==> config.mk <==
export PLATFORM = sky130hd
export DESIGN_NAME = led_scan_sequencer_flat
export DESIGN_NICKNAME = d
export VERILOG_FILES = /design/src/rtl/led_scan_sequencer_pkg.sv /design/src/rtl/led_scan_sequencer_if.sv /design/src/rtl/led_scan_sequencer_tick_prescaler.sv /design/src/rtl/led_scan_sequencer.sv /design/src/flat_wrapper.sv
export SDC_FILE = /design/constraint.sdc
export NUM_CORES = 1
export LEC_CHECK = 0
export BUFFER_PORTS_ARGS = -buffer_cell sky130_fd_sc_hd__buf_4
export CORE_MARGIN = 5
export CORE_UTILIZATION = 30
export DETAILED_ROUTE_END_ITERATION = 10
export PLACE_DENSITY_LB_ADDON = 0.3
export SKIP_CTS_REPAIR_TIMING = 1
export SLEW_MARGIN = 20
export SYNTH_ARGS = -nofsm -noshare
export SYNTH_HDL_FRONTEND = slang
export SYNTH_SLANG_ARGS = --single-unit
==> constraint.sdc <==
create_clock -name clk -period 1.7 [get_ports clk]
set_clock_uncertainty 0.1 [all_clocks]
set_input_delay 0.51 -clock clk [delete_from_list [all_inputs] [get_ports clk]]
set_output_delay 0.51 -clock clk [all_outputs]
set_load 0.03 [all_outputs]
==> src/rtl/led_scan_sequencer_pkg.sv <==
// Shared types and constants for the LED scan sequencer.
package led_seq_pkg;

  localparam logic [1:0] MODE_UP   = 2'b00;
  localparam logic [1:0] MODE_DOWN = 2'b01;
  localparam logic [1:0] MODE_PING = 2'b10;
  localparam logic [1:0] MODE_STEP = 2'b11;

  typedef enum logic {S_IDLE, S_RUN} state_e;
  typedef enum logic {DIR_UP, DIR_DOWN} dir_e;

  // Prescaler counter width: max(1, clog2(div)).
  function automatic int unsigned presc_width(input int unsigned div);
    return (div <= 1) ? 1 : $clog2(div);
  endfunction

endpackage

==> src/rtl/led_scan_sequencer_if.sv <==
// Control/status bundle between a controller and the LED scan sequencer.
interface led_scan_sequencer_if #(
  parameter int unsigned IDX_W = 4
);
  logic             start;
  logic             stop;
  logic [1:0]       mode;
  logic             step;
  logic             en;
  logic [IDX_W-1:0] a;
  logic             busy;
  logic             wrap;

  modport master (output start, stop, mode, step, input en, a, busy, wrap);
  modport slave  (input start, stop, mode, step, output en, a, busy, wrap);
endinterface

==> src/rtl/led_scan_sequencer_tick_prescaler.sv <==
// Free-running divider producing one tick every TICK_DIV cycles while run is high.
module tick_prescaler
  import led_seq_pkg::*;
#(
  parameter int unsigned TICK_DIV = 50_000_000
) (
  input  logic clk,
  input  logic rst_n,
  input  logic run,
  output logic tick
);
  localparam int unsigned CW = presc_width(TICK_DIV);
  localparam logic [CW-1:0] LAST = CW'(TICK_DIV - 1);

  logic [CW-1:0] cnt_q;

  assign tick = run && (cnt_q == LAST);

  // Count 0..TICK_DIV-1, held at zero whenever run is low.
  always_ff @(posedge clk or negedge rst_n) begin
    if (!rst_n) begin
      cnt_q <= '0;
    end else if (!run || (cnt_q == LAST)) begin
      cnt_q <= '0;
    end else begin
      cnt_q <= cnt_q + CW'(1);
    end
  end
endmodule

==> src/rtl/led_scan_sequencer.sv <==
// LED scan sequencer: drives a 4-to-16 decoder's en/a so one LED sweeps the bank.
// Optional macro SEQ_INPUT_SYNC_EN adds synchronizers and edge detection on
// start/stop/step for raw push-button inputs.
module led_scan_sequencer
  import led_seq_pkg::*;
#(
  parameter int unsigned TICK_DIV = 50_000_000,
  parameter int unsigned IDX_W    = 4
) (
  input logic                 clk,
  input logic                 rst_n,
  led_scan_sequencer_if.slave bus
);
  localparam logic [IDX_W-1:0] MAX = '1;
  localparam logic [IDX_W-1:0] ONE = IDX_W'(1);

  logic             start_ev, stop_ev, step_ev;
  logic             start_acc, run, tick, advance;
  state_e           state_q, state_d;
  dir_e             dir_q, dir_d;
  logic [1:0]       mode_q, mode_d;
  logic [IDX_W-1:0] a_q, a_d;
  logic             en_q, en_d, busy_q, busy_d, wrap_q, wrap_d;

`ifdef SEQ_INPUT_SYNC_EN
  logic [2:0] sync1_q, sync2_q, prev_q, ev_q;

  // Two-flop synchronizer, then a registered rising-edge pulse per input.
  always_ff @(posedge clk or negedge rst_n) begin
    if (!rst_n) begin
      sync1_q <= '0;
      sync2_q <= '0;
      prev_q  <= '0;
      ev_q    <= '0;
    end else begin
      sync1_q <= {bus.start, bus.stop, bus.step};
      sync2_q <= sync1_q;
      prev_q  <= sync2_q;
      ev_q    <= sync2_q & ~prev_q;
    end
  end

  assign {start_ev, stop_ev, step_ev} = ev_q;
`else
  assign start_ev = bus.start;
  assign stop_ev  = bus.stop;
  assign step_ev  = bus.step;
`endif

  // stop dominates start; a restart or stop also discards this cycle's tick/step.
  assign start_acc = start_ev && !stop_ev;
  assign run       = (state_q == S_RUN) && !stop_ev && !start_acc;
  assign advance   = run && ((mode_q == MODE_STEP) ? step_ev : tick);

  tick_prescaler #(
    .TICK_DIV(TICK_DIV)
  ) u_prescaler (
    .clk  (clk),
    .rst_n(rst_n),
    .run  (run),
    .tick (tick)
  );

  // State register.
  always_ff @(posedge clk or negedge rst_n) begin
    if (!rst_n) state_q <= S_IDLE;
    else        state_q <= state_d;
  end

  // Next-state logic.
  always_comb begin
    state_d = state_q;
    unique case (state_q)
      S_IDLE: if (start_acc) state_d = S_RUN;
      S_RUN:  if (stop_ev)   state_d = S_IDLE;
    endcase
  end

  // Next values for the registered outputs and sweep context.
  always_comb begin
    mode_d = mode_q;
    dir_d  = dir_q;
    a_d    = a_q;
    wrap_d = 1'b0;
    en_d   = (state_d == S_RUN);
    busy_d = (state_d == S_RUN);
    if (start_acc) begin
      mode_d = bus.mode;
      dir_d  = DIR_UP;
      a_d    = (bus.mode == MODE_DOWN) ? MAX : '0;
    end else if (advance) begin
      unique case (mode_q)
        MODE_UP, MODE_STEP: begin
          a_d    = a_q + ONE;
          wrap_d = (a_q == MAX);
        end
        MODE_DOWN: begin
          a_d    = a_q - ONE;
          wrap_d = (a_q == '0);
        end
        MODE_PING: begin
          if (dir_q == DIR_UP) begin
            a_d = a_q + ONE;
            if (a_q + ONE == MAX) dir_d = DIR_DOWN;
          end else begin
            a_d = a_q - ONE;
            if (a_q == ONE) begin
              dir_d  = DIR_UP;
              wrap_d = 1'b1;
            end
          end
        end
      endcase
    end
  end

  // Output and context registers.
  always_ff @(posedge clk or negedge rst_n) begin
    if (!rst_n) begin
      mode_q <= MODE_UP;
      dir_q  <= DIR_UP;
      a_q    <= '0;
      en_q   <= 1'b0;
      busy_q <= 1'b0;
      wrap_q <= 1'b0;
    end else begin
      mode_q <= mode_d;
      dir_q  <= dir_d;
      a_q    <= a_d;
      en_q   <= en_d;
      busy_q <= busy_d;
      wrap_q <= wrap_d;
    end
  end

  assign bus.en   = en_q;
  assign bus.a    = a_q;
  assign bus.busy = busy_q;
  assign bus.wrap = wrap_q;
endmodule

==> src/flat_wrapper.sv <==
// flat-port wrapper written by rule: the top's interface ports become plain ports
module led_scan_sequencer_flat import led_seq_pkg::*;
#(
  parameter int unsigned TICK_DIV = 50_000_000,
  parameter int unsigned IDX_W    = 4
)
  (clk, rst_n, bus_start, bus_stop, bus_mode, bus_step, bus_en, bus_a, bus_busy, bus_wrap);
  led_scan_sequencer_if #(.IDX_W(IDX_W)) bus_i ();
  input logic clk;
  input logic rst_n;
  input wire logic [$bits(bus_i.start)-1:0] bus_start;
  input wire logic [$bits(bus_i.stop)-1:0] bus_stop;
  input wire logic [$bits(bus_i.mode)-1:0] bus_mode;
  input wire logic [$bits(bus_i.step)-1:0] bus_step;
  output wire logic [$bits(bus_i.en)-1:0] bus_en;
  output wire logic [$bits(bus_i.a)-1:0] bus_a;
  output wire logic [$bits(bus_i.busy)-1:0] bus_busy;
  output wire logic [$bits(bus_i.wrap)-1:0] bus_wrap;
  assign bus_i.start = bus_start;
  assign bus_i.stop = bus_stop;
  assign bus_i.mode = bus_mode;
  assign bus_i.step = bus_step;
  assign bus_en = bus_i.en;
  assign bus_a = bus_i.a;
  assign bus_busy = bus_i.busy;
  assign bus_wrap = bus_i.wrap;
  led_scan_sequencer #(.TICK_DIV(TICK_DIV), .IDX_W(IDX_W)) u_core (.clk(clk), .rst_n(rst_n), .bus(bus_i));
endmodule
Word-level counts from Yosys, hierarchy flattened
Cells that the tools add are included.

cells by class
  bitwise gates (word level) = 1
  $add $sub $neg = 3
  magnitude comparators = 0
  shift-type cells = 0
  reductions and logical operators = 15
  eq/ne operators = 8
  muxes and demuxes = 21
  multipliers = 0
  divide/modulo/power cells = 0

operators with widths
  operator                 number
  $add A26 B1 Y26 const B  1
  $eq A26 B26 Y1 const B   1
  $mux W26                 1
  $mux W4                  4
  $mux W1                  13
  $pmux W4 S3              1
  $eq A4 B4 Y1 const B     2
  $logic_and A1 B1 Y1      5
  $add A4 B1 Y4 const B    1
  $eq A2 B1 Y1 const B     2
  $eq A2 B2 Y1 const B     2
  $eq A4 B1 Y1 const B     1
  $logic_not A4 Y1         1
  $reduce_bool A2 Y1       2
  $sub A4 B1 Y4 const B    1
  $logic_not A1 Y1         3
  $pmux W1 S3              1
  $logic_not A2 Y1         1
  $pmux W1 S2              1
  $reduce_and A2 Y1        1
  $reduce_or A2 Y1         1
  $logic_or A1 B1 Y1       1
  $not A1 Y1               1

word-level totals
  output and inout bits = 7
  memories kept = 0
  latch bits = 0
  logic and storage cells = 54
  ROM bits = 0
  bits in registers = 35
  bits in writable memories = 0

Longest topological paths before layout
Gate-level depths: netlist (run 1).

  depth in word-level cells = 9
  depth in mapped cells = 8

Modules after synthesis
From an unflattened synthesis (run 1), not the netlist that was laid out.

second synthesis, totals
  cell total of the unflattened synthesis = 232
  area total of the unflattened synthesis = 2,122.0 µm²

by module, submodules not included
  module              instances  cells an instance  sequential area each (µm²)  area an instance (µm²)
  tick_prescaler      1          152                650.6                       1,422.6
  led_scan_sequencer  1          80                 225.2                       699.4

Worst setup path before layout (run 1)
OpenSTA, ideal clock, no wires.

  path kind = register to register
  from = reg u_core.a_q[0], in the netlist u_core.bus.a[0]
  to = reg u_core.a_q[2], in the netlist u_core.bus.a[2]
  path slack = -0.300 ns
  path buffers = 0
  data required time = 1.535 ns
  period minus slack after synthesis = 2.000 ns
  library setup time = 0.065 ns
  data arrival time = 1.835 ns
  stages on the path, launching flop included = 7
  path through = dfrtp_1 > inv_1 > ha_1 > or3_1 > o211a_1 > o31ai_1 > mux2_4

between the ends
  longest elaborated chain between the ends = 5
  elaborated cells between the ends (all ways) = 6
  classes of those cells = 2 x add/sub; 4 x mux

ends and longest elaborated chain
  element                                         RTL line                   text
  start, declared                                 led_scan_sequencer.sv:22   logic [IDX_W-1:0] a_q, a_d;
  start signal, assigned                          led_scan_sequencer.sv:122  a_q <= '0;
  start signal, assigned                          led_scan_sequencer.sv:129  a_q <= a_d;
  $add A4 B1 Y4 or $sub A4 B1 Y4 (tied branches)  --
  $mux W4                                         led_scan_sequencer.sv:102  if (dir_q == DIR_UP) begin
  $pmux W4 S3 (*)                                 led_scan_sequencer.sv:92   unique case (mode_q)
  $mux W4 (*)                                     led_scan_sequencer.sv:91   end else if (advance) begin
  $mux W4 (*)                                     led_scan_sequencer.sv:87   if (start_acc) begin

Mark *: on every way between the ends. The rest lies on a longest branch, timed or not. The select of a mux whose other input is x is not followed.
A chain may end at the register's enable or synchronous reset.

Worst setup path in the final report (run 1)
  from = reg u_core.u_prescaler.cnt_q[7]
  to = reg u_core.u_prescaler.cnt_q[10]

between the ends
  longest elaborated chain between the ends = 3
  elaborated cells between the ends (all ways) = 4
  classes of those cells = 1 x add/sub; 1 x eq/ne; 1 x mux; 1 x reduce/logical

ends and longest elaborated chain
  element                                                  RTL line                                 text
  start, declared                                          led_scan_sequencer_tick_prescaler.sv:15  logic [CW-1:0] cnt_q;
  start signal, assigned                                   led_scan_sequencer_tick_prescaler.sv:26  cnt_q <= cnt_q + CW'(1);
  branches (longest 2 deep; another with $add A26 B1 Y26)  --
  $mux W26 (*)                                             led_scan_sequencer_tick_prescaler.sv:23  end else if (!run || (cnt_q == LAST)) begin

Mark *: on every way between the ends.

==> results by group, run 1 <==
Logic synthesis
  • FF+latch count, synth: 35
  • Post-synthesis average cell area: between 9 and 10 sq um
  • Sequential cell area fraction in the yosys report: a little over two fifths
  • Post-synth EDFFs: 0
  • Syn Nets: approximately 240
  • Main synth FF type: dfrtp_1
  • Synthesized area: about 2100 sq um
  • Synth warn: 0
  • Netlist cell types: between 40 and 50
  • Async SR Flop Fraction: 100%
  • Syn Inst Count: roughly 220

Critical path
  • Critical Path Fanout Max: 5
  • R2R depth: 6
  • Crit path depth: 6
  • CP Buf/Inv Count: 1
  • Worst path cell trace: nor4b_2 -> nand2_1 -> or4_4 -> nand2_8 -> clkbuf_16 -> nor2_1
  • CP Data Arrival Time: around 2.0 ns
  • Slowest CP cell: or4_4
  • Critical Path End Type: flop
  • Worst path top cell family by delay: simple AND/OR/NAND/NOR gates
  • CP required: approximately 1.8 ns
  • Critical path class: flop to flop
  • Slowest cell delay on critical path: 0.59 ns
  • CP startpoint kind: flop

CTS
  • CTS Buf Count: 5
  • CTS clk-pin slew, worst paths: roughly 0.08 ns
  • TritonCTS clock tree: done
  • Clock Sink Count: 35
  • Max Buffers Root-to-Sink: 2
  • Clk root buf: clkbuf_8
  • Clk_lat worst skew: 0.29 ns
  • CTS H-tree depth: 2

Final layout
  • N_diodes: 0
  • Share of cells above drive strength 1: 39.4%
  • Cell area after layout: a little under 3000 sq um
  • Nets: around 310
  • Area delta synth->final: 43.7%

Power and ir drop
  • Switching Fraction: 32.6%
  • Switch Pwr: 0.899 mW
  • Sequential group share of total power: 36.4%
  • Gate power share: between 30% and 40%
  • Power Total: approximately 2.8 mW
  • Int Pwr: around 1.9 mW
  • Clock share of power: around 29%
  • Cell Pwr Density: between 900 and 1000 nW/um^2
  • Cell leakage power: between 1 and 1.5 nW
  • Worst VDD drop: ~0.0008 V

Global routing
  • Largest net degree at the start of global routing: 36
  • GRT Util Overall: approximately 12%
  • Number of global-route vias before repair: ~1800
  • GRT overflow: 0
  • Initial antenna violation count: 0
  • Global-route wire length before repair: ~8500 um

Floorplan
  • DIE WIDTH: 93.1 um
  • Die ar.: 8660 sq um
  • # IOs: 14
  • Die height: between 90 and 100 um
  • Initial core utilization: a little under a third
  • Num rows: 30
  • Core footprint: approximately 6800 sq um

Timing
  • Setup WS post-layout: -0.226 ns
  • Rel. slew slack: approximately 69%
  • Final Max Tran Viols: 0
  • Setup violators final: 31
  • Crit path time final: a little under 2 ns
  • Final worst-path cycle share: 113%
  • Worst Hold Margin: roughly 0.067 ns
  • Slew @ Worst Pin: approximately 0.47 ns
  • Max Fclk: approximately 520 MHz
  • Hold Vio Cnt, Final: 0
  • RSZ-0062 raised after global routing: yes
  • Setup TNS: -6.07 ns

Status
  • Status: finished with violations
  • Failing checks: setup timing

Drt
  • DRC viols: 0
  • DR vias: between 1500 and 2000
  • Drt via density: around 4.8
  • Routed Antenna Nets: 0
  • 1st-pass router iterations: 5
  • Wirelength per Cell: 13.4 um
  • Total Wirelength: between 5000 and 6000 um
  • DRT iter0 DRCs: between 70 and 80

Placed design
  • Port bufs: 13
  • Pre-CTS WS: -0.245 ns
  • Placed cell area: around 2700 sq um
  • RePlAce Congestion: 0.802
  • DP Wirelength: about 3600 um

Hold path
  • Hold Crit Class: primary input to async pin

Flow run
  • Max-Cap Viols: 0
## layout make-up
type	count	area, sq um
clock buffer	6	82.6
clock inverter	2	35.0
fill	651	3780
inverter	9	33.8
multi-input combinational	167	1210
sequential	35	880
tap	80	100
timing repair buffer	78	638
## registers in the layout (all words and copies together), names as in the netlist
name / flops
u_core.dir_q: 1
u_core.bus.a: 4
u_core.mode_q: 2
u_core.u_prescaler.cnt_q: 26
u_core.bus.wrap: 1
u_core.state_q: 1
## cell usage in the layout, fill, tap and decap left out, types with 6 or more instances in the layout
cell / Yosys / final
buf_4: 1 / 70
dfrtp_1: 35 / 32
nor2_1: 38 / 31
xnor2_1: 19 / 19
nand2_1: 13 / 12
nand3_1: 11 / 11
inv_1: 9 / 9
nor3_1: 10 / 9
nor2_2: 0 / 6
xor2_1: 6 / 6
ha_1: 9 / 6
clkbuf_8: 0 / 6
buf_6: 2 / 6
## stage by stage
step                utilization [%]  instances
floorplan                         -        219
global placement               39.8        361
detailed placement             39.8        361
CTS                            41.6        369
global route                   44.0        377
finish                         44.0        377
## synthesized netlist by cell type (2+ instances only)
| library cell | instances | share of area [%] |
|---|---|---|
| clkbuf_1 | 4 | 0.72 |
| dfrtp_1 | 35 | 42 |
| buf_6 | 2 | 1.1 |
| o211a_1 | 2 | 0.97 |
| xnor2_1 | 19 | 8.0 |
| and3_1 | 4 | 1.2 |
| and4_1 | 3 | 1.3 |
| and2b_1 | 2 | 0.72 |
| nor4b_1 | 2 | 0.85 |
| nor2_1 | 38 | 6.9 |
| and2_1 | 3 | 0.91 |
| nand4_1 | 4 | 1.2 |
| nor4_1 | 5 | 1.5 |
| o21ai_0 | 3 | 0.72 |
| a221oi_1 | 2 | 0.85 |
| mux2_4 | 2 | 1.5 |
| nor2b_1 | 2 | 0.60 |
| inv_1 | 9 | 1.6 |
| xor2_1 | 6 | 2.5 |
| nand3_1 | 11 | 2.7 |
| nand2_1 | 13 | 2.4 |
| nor3_1 | 10 | 2.4 |
| a21oi_1 | 5 | 1.2 |
| nand3b_1 | 2 | 0.72 |
| ha_1 | 9 | 5.4 |
## per-layer routing
metal  track usage (%)  share of wire [%]  vias to the layer above
li1                  -                  -                      910
met1              16.0                 47                      880
met2              20.3                 49                       21
met3              2.33                2.9                        7
met4              3.30               0.89                        0
met5                 0                  0                        -
## worst paths after layout
path	start	endpoint	slack, ns
setup / recovery	u_core.u_prescaler.cnt_q[7]	u_core.u_prescaler.cnt_q[10]	-0.23
max in group asynchronous	rst_n	u_core.bus.a[2]	1.07
hold / removal	rst_n	u_core.u_prescaler.cnt_q[22]	0.07
setup reg to reg	u_core.u_prescaler.cnt_q[7]	u_core.u_prescaler.cnt_q[10]	-0.23
hold reg to reg	u_core.u_prescaler.cnt_q[0]	u_core.u_prescaler.cnt_q[0]	0.44
min in group clk	bus_stop	u_core.state_q	0.28
## power groups by stage
stage	clock, mW	combinational (mW)	sequential [mW]
after floorplan	0	0.438	1.07
after global placement	0	0.875	1.01
after detailed placement	0	0.875	1.01
after CTS	0.816	0.879	0.993
after global routing	0.857	1.06	1.01
final	0.788	0.967	1.00
## logic make-up after synthesis
logic type,share of synthesized area [%]
compound gates,9.25
xor+xnor,10.6
fa+ha+maj,5.44
buf+inv,4.05
flops,42.3
mux,1.93
simple gates,26.5
(Power assumes the default switching activity.)
==> run 2: changes to the inputs <==
--- a/config.mk
+++ b/config.mk
@@ -6,6 +6,8 @@
 export NUM_CORES = 1
 export LEC_CHECK = 0
 export BUFFER_PORTS_ARGS = -buffer_cell sky130_fd_sc_hd__buf_4
+export CELL_PAD_IN_SITES_DETAIL_PLACEMENT = 1
+export CELL_PAD_IN_SITES_GLOBAL_PLACEMENT = 1
 export CORE_MARGIN = 5
 export CORE_UTILIZATION = 30
 export DETAILED_ROUTE_END_ITERATION = 10
==> run 2 against run 1 <==
Net effect:
- the flow still finishes with violations (setup timing)
- count of clock-buffer cells in the layout shrank 1
- highest routed layer unchanged
- largest cell class unchanged
- sequential share of layout area shrank 0.35 points
- sequential power is essentially flat
- via count grew 2.8%
- cell area grew 1.3%
- maximum frequency shrank 3.5%
- combinational power shrank 3.9%
- global-route usage grew 1.5 points
- first-iteration DRC count shrank 15%
- setup slack lost 0.069 ns
- non-clock buffer count grew 1
==> results by group, run 2 (synthesis results as in run 1) <==
Drt
  • Routed Antenna Nets: 0 (unchanged)
  • DRT iter0 DRCs: 63 (-15%)
  • 1st-pass router iterations: 4 (-1)
  • Top layer in use: met4
  • WL met2: 2870 um (+16%)
  • Total Wirelength: 5890 um (+17%)
  • Met1 Wirelength: 2820 um (+19%)
  • DRC viols: 0 (unchanged)
  • DR vias: 1869 (+2.8%)
  • Drt via density: 4.94 (+2.5%)
  • Wirelength per Cell: 15.6 um (+16%)
  • Met3 Routed Length: 108 um (-27%)

Status
  • Status: finished with violations
  • Failing checks: setup timing

Power and ir drop
  • Worst VDD drop: 0.000473 V (-39%)
  • Cell leakage power: 1.31 nW (-0.49%)
  • Cell Pwr Density: 890 nW/um^2 (-4.0%)

Global routing
  • Largest net degree at the start of global routing: 36 (unchanged)
  • Initial antenna violation count: 0 (unchanged)
  • Global-route wire length before repair: 9210 um (+8.6%)
  • GRT overflow: 0 (unchanged)
  • Number of global-route vias before repair: 1914 (+5.9%)
  • GRT Util Overall: 13.7% (+1.5 points)

Timing
  • Rel. slew slack: 68.2% (-0.61 points)
  • Setup TNS: -8.11 ns (-2.05 ns)
  • Worst Hold Margin: 0.0702 ns (+0.00306 ns)
  • RSZ-0062 raised after global routing: yes
  • Hold Vio Cnt, Final: 0 (unchanged)
  • Setup violators final: 32 (+3.2%)
  • Final worst-path cycle share: 117% (+4.1 points)
  • Final Max Tran Viols: 0 (unchanged)
  • Slew @ Worst Pin: 0.477 ns (+0.00918 ns)
  • Max Fclk: 501 MHz (-3.5%)
  • Setup WS post-layout: -0.295 ns (-0.0691 ns)
  • Crit path time final: 2.00 ns (+0.0691 ns)

Floorplan
  • Die ar.: 8660 sq um (unchanged)
  • Num rows: 30 (unchanged)
  • Core footprint: 6760 sq um (unchanged)
  • Die height: 93.1 um (unchanged)
  • DIE WIDTH: 93.1 um (unchanged)
  • # IOs: 14 (unchanged)
  • Initial core utilization: 30.6% (unchanged)

Flow run
  • Max-Cap Viols: 0 (unchanged)

Critical path
  • Reg2reg start: u_core.u_prescaler.cnt_q[16]
  • Worst r2r dst: u_core.u_prescaler.cnt_q[25]
  • Critical Path End Type: flop
  • CP Data Arrival Time: 2.09 ns (+0.09 ns)
  • CP Buf/Inv Count: 1 (unchanged)
  • Slowest CP cell: or4_4
  • Worst path cell trace: nor4_4 -> nand2_1 -> or4_4 -> nand2_4 -> clkbuf_16 -> nor2_2
  • Worst path top cell family by delay: simple AND/OR/NAND/NOR gates
  • Critical path class: flop to flop
  • Critical Path Fanout Max: 5 (unchanged)
  • Reg2Reg Setup Slack: -0.30 ns (-0.07 ns)
  • CP required: 1.79 ns (+0.02 ns)
  • R2R depth: 6 (unchanged)
  • Slowest cell delay on critical path: 0.55 ns (-0.04 ns)
  • CP startpoint kind: flop

CTS
  • CTS Buf Count: 5 (unchanged)
  • CTS H-tree depth: 2 (unchanged)
  • Clock Sink Count: 35 (unchanged)
  • Max Buffers Root-to-Sink: 2 (unchanged)
  • TritonCTS clock tree: done
  • Clk root buf: clkbuf_8
  • Clk_lat worst skew: 0.29 ns (about the same)
  • CTS clk-pin slew, worst paths: 0.08 ns (about the same)

Final layout
  • Share of cells above drive strength 1: 43.0% (+3.6 points)
  • Reg with most FFs: u_core.u_prescaler.cnt_q
  • Commonest non-fill, non-tap cell in the layout: buf_4
  • Max FFs per register: 26 (unchanged)
  • N_diodes: 0 (unchanged)
  • Area delta synth->final: 45.6%
  • Most frequent cells in the layout: 76 x buf_4, 31 x dfrtp_1, 28 x nor2_1
  • Nets: 313 (+0.32%)
  • Cell Count, Final, Fillers Out: 378 (+0.27%)

Placed design
  • DP Wirelength: 4130 um (+13%)
  • RePlAce Congestion: 0.802 (about the same)
  • DP Cell Count: 363 (+0.55%)
  • Port bufs: 13 (unchanged)

Hold path
  • Hold Crit Class: primary input to async pin
run 2: how the worst max path moves through the flow:
stage | to | cells after the start | startpoint
finish | u_core.u_prescaler.cnt_q[25] | 6 | u_core.u_prescaler.cnt_q[16]
global route | u_core.u_prescaler.cnt_q[25] | 6 | u_core.u_prescaler.cnt_q[16]
CTS | u_core.bus.a[2] | 7 | u_core.mode_q[0]
detailed placement | u_core.bus.a[2] | 7 | u_core.mode_q[0]
global placement | u_core.bus.a[1] | 5 | u_core.u_prescaler.cnt_q[18]
floorplan | u_core.bus.a[1] | 5 | u_core.u_prescaler.cnt_q[18]
run 2: through the flow:
stage                     setup slack [ns]  utilization, %  power [mW]  area [sq um]
after floorplan                     -0.211               -        1.51          2100
after global placement              -0.230            40.1        1.88          2710
after detailed placement            -0.273            40.1        1.90          2710
after CTS                           -0.285            41.7        2.68          2820
after global routing                -0.361            44.6        2.86          3020
final                               -0.295            44.6        2.68          3020
run 2: area by class of cell:
| class | count | area, sq um |
|---|---|---|
| clock buffers | 5 | 68.8 |
| clock inverters | 3 | 43.8 |
| fillers | 773 | 3740 |
| inverters | 9 | 33.8 |
| multi-input cells | 167 | 1260 |
| flip-flops and latches | 35 | 881 |
| well taps | 80 | 100 |
| repair buffers | 79 | 627 |
run 2: per-layer routing:
layer | global-route usage, % | vias to the layer above
li1 | - | 915
met1 | 18.0 | 933
met2 | 22.3 | 14
met3 | 2.65 | 7
met4 | 4.76 | 0
met5 | 0 | -
run 2: where the power goes:
group	switching (mW)	internal, mW	leakage [nW]	total, mW
Combinational	0.485	0.445	0.774	0.929
Clock	0.323	0.436	0.0581	0.759
Sequential	0.102	0.893	0.473	0.995
Total	0.909	1.77	1.31	2.68
==> run 3: changes to the inputs <==
==> constraint.sdc (replaced) <==
create_clock -name clk -period 2.1 [get_ports clk]
set_clock_uncertainty 0.1 [all_clocks]
set_input_delay 0.63 -clock clk [delete_from_list [all_inputs] [get_ports clk]]
set_output_delay 0.63 -clock clk [all_outputs]
set_load 0.03 [all_outputs]
==> run 3 against run 2 <==
Net effect:
- the flow now finishes without violations
- first-iteration DRC count is 59% lower
- sequential share of layout area is 5.5 points higher
- combinational power shrank 33%
- global-route usage decreased by 1.5 points
- cell area down 16%
- maximum frequency fell by 0.41%
- count of clock-buffer cells in the layout grew 3
- sequential power shrank 19%
- setup slack gained 0.39 ns
- register-to-register slack better by 0.39 ns
- clock power down 30%
- largest cell class unchanged
==> results by group, run 3 (synthesis results as in run 1) <==
Timing
  • Crit path time final: 2.00 ns (+0.00826 ns)
  • Setup TNS: 0 ns (+8.11 ns)
  • Max Fclk: 499 MHz (-0.41%)
  • Hold Vio Cnt, Final: 0 (unchanged)
  • Final Max Tran Viols: 0 (unchanged)
  • Final worst-path cycle share: 95.4% (-22 points)
  • Rel. slew slack: 69.9% (+1.7 points)
  • Slew @ Worst Pin: 0.452 ns (-0.0250 ns)
  • Setup violators final: 0 (-100%)
  • RSZ-0062 raised after global routing: no

Hold path
  • Hold Crit Class: primary input to async pin

Drt
  • Wirelength per Cell: 14.6 um (-6.1%)
  • Routed Antenna Nets: 0 (unchanged)
  • DRT iter0 DRCs: 26 (-59%)
  • 1st-pass router iterations: 4 (unchanged)
  • DR vias: 1685 (-9.8%)
  • DRC viols: 0 (unchanged)
  • Total Wirelength: 4870 um (-17%)
  • Drt via density: 5.06 (+2.3%)

Floorplan
  • # IOs: 14 (unchanged)
  • Num rows: 30 (unchanged)
  • Core footprint: 6760 sq um (unchanged)
  • DIE WIDTH: 93.1 um (unchanged)
  • Initial core utilization: 30.6% (unchanged)
  • Die ar.: 8660 sq um (unchanged)
  • Die height: 93.1 um (unchanged)

Critical path
  • Worst r2r dst: u_core.bus.a[3]
  • Critical path class: flop to flop
  • R2R depth: 7 (+1)
  • Worst path cell trace: inv_1 -> ha_1 -> nor2b_1 -> or2_2 -> a221oi_1 -> o21a_1 -> o32ai_2
  • Slowest cell delay on critical path: 0.37 ns (-0.18 ns)
  • Reg2reg start: u_core.mode_q[0]
  • Critical Path End Type: flop
  • CP Buf/Inv Count: 1 (unchanged)
  • Critical Path Fanout Max: 6 (+1)
  • CP startpoint kind: flop
  • CP required: 2.16 ns (+0.37 ns)
  • Slowest CP cell: dfrtp_1
  • Worst path top cell family by delay: compound AO/OA/AOI/OAI gates
  • Reg2Reg Setup Slack: 0.1 ns (+0.39 ns)
  • CP Data Arrival Time: 2.06 ns (-0.03 ns)

Global routing
  • Number of global-route vias before repair: 1751 (-8.5%)
  • GRT Util Overall: 12.2% (-1.5 points)
  • Largest net degree at the start of global routing: 36 (unchanged)
  • Global-route wire length before repair: 8430 um (-8.5%)
  • Initial antenna violation count: 0 (unchanged)
  • GRT overflow: 0 (unchanged)

CTS
  • CTS clk-pin slew, worst paths: 0.07 ns (about the same)
  • CTS Buf Count: 5 (unchanged)
  • TritonCTS clock tree: done
  • Clk_lat worst skew: 0.28 ns (about the same)
  • Max Buffers Root-to-Sink: 2 (unchanged)
  • Clock Sink Count: 35 (unchanged)
  • Clk root buf: clkbuf_8
  • CTS H-tree depth: 2 (unchanged)

Final layout
  • Nets: 268 (-14%)
  • Most frequent cells in the layout: 38 x nor2_1, 34 x dfrtp_1, 33 x buf_4
  • Commonest non-fill, non-tap cell in the layout: nor2_1
  • N_diodes: 0 (unchanged)
  • Reg area: 877 sq um (-0.43%)
  • Util after Layout: 37.4% (-7.3 points)
  • Share of cells above drive strength 1: 23.3% (-20 points)
  • Max FFs per register: 26 (unchanged)
  • Number of fill cells: 776 (+0.39%)
  • Multi-input logic area: 1150 sq um (-9.1%)
  • Area delta synth->final: 21.9%
  • Cell Count, Final, Fillers Out: 333 (-12%)
  • Reg with most FFs: u_core.u_prescaler.cnt_q

Power and ir drop
  • Power Total: 1.96 mW (-27%)
  • Cell leakage power: 1.06 nW (-19%)
  • Worst VDD drop: 0.000504 V (+6.7%)
  • Cell Pwr Density: 777 nW/um^2 (-13%)

Placed design
  • Port bufs: 13 (unchanged)
  • RePlAce Congestion: 0.759 (-5.4%)
  • DP Cell Count: 325 (-10%)
  • DP Wirelength: 3630 um (-12%)

Status
  • Status: finished clean

Flow run
  • Max-Cap Viols: 0 (unchanged)
run 3: cell count changes in the layout (fill, tap and decap cells not counted), moves of 3 or more:
cell and delta:
dfrtp_1 +3, buf_4 -43, dfrtp_2 -3, ha_1 +3, nor2_1 +10, nor2_2 -6
nor2_4 -4
run 3: worst reg2reg max path: cells and delay by family (launching register included):
kind            cells  cell delay (ns)
simple gates        2             0.50
flops               1             0.37
fa+ha+maj           1             0.26
compound gates      3             0.58
buf+inv             1             0.07
run 3: worst max-delay path by stage:
stage	from	to	slack, ns	depth (start not counted)
final	u_core.mode_q[0]	u_core.bus.a[3]	0.1	7
after global placement	u_core.u_prescaler.cnt_q[16]	u_core.u_prescaler.cnt_q[7]	0.04	7
after global routing	u_core.mode_q[0]	u_core.bus.a[2]	0.004	7
after CTS	u_core.u_prescaler.cnt_q[16]	u_core.u_prescaler.cnt_q[8]	0.03	7
after floorplan	u_core.bus.a[0]	u_core.bus.a[2]	0.10	6
after detailed placement	u_core.mode_q[0]	u_core.bus.a[2]	0.06	7
run 3: where the power goes:
| part | switching (mW) | leakage [nW] | total [mW] | internal [mW] |
|---|---|---|---|---|
| registers | 0.0838 | 0.477 | 0.802 | 0.718 |
| logic | 0.356 | 0.533 | 0.625 | 0.269 |
| clock network | 0.235 | 0.0515 | 0.534 | 0.299 |
| total | 0.675 | 1.06 | 1.96 | 1.29 |
run 3: layout make-up:
cell class	count	share of cell area [%]
clock buffers	8	3.96
flip-flops and latches	35	34.7
well taps	80	3.96
multi-input cells	167	45.4
inverters	9	1.34
repair buffers	34	10.6
run 3: metrics by stage:
step	hold slack, ns	setup slack (ns)	instance area, sq um
after floorplan	0.234	0.100	2070
after global placement	0.366	0.0359	2390
after detailed placement	0.380	0.0609	2390
after CTS	0.214	0.0299	2490
after global routing	0.231	0.00398	2520
final	0.191	0.0967	2520
run 3: per-layer routing:
metal / wire (um) / vias to the layer above / track usage, %
met5: 0 / - / 0
met4: 78 / 0 / 3.91
met3: 151 / 8 / 3.38
met2: 2250 / 16 / 19.2
met1: 2390 / 839 / 16.1
li1: - / 822 / -
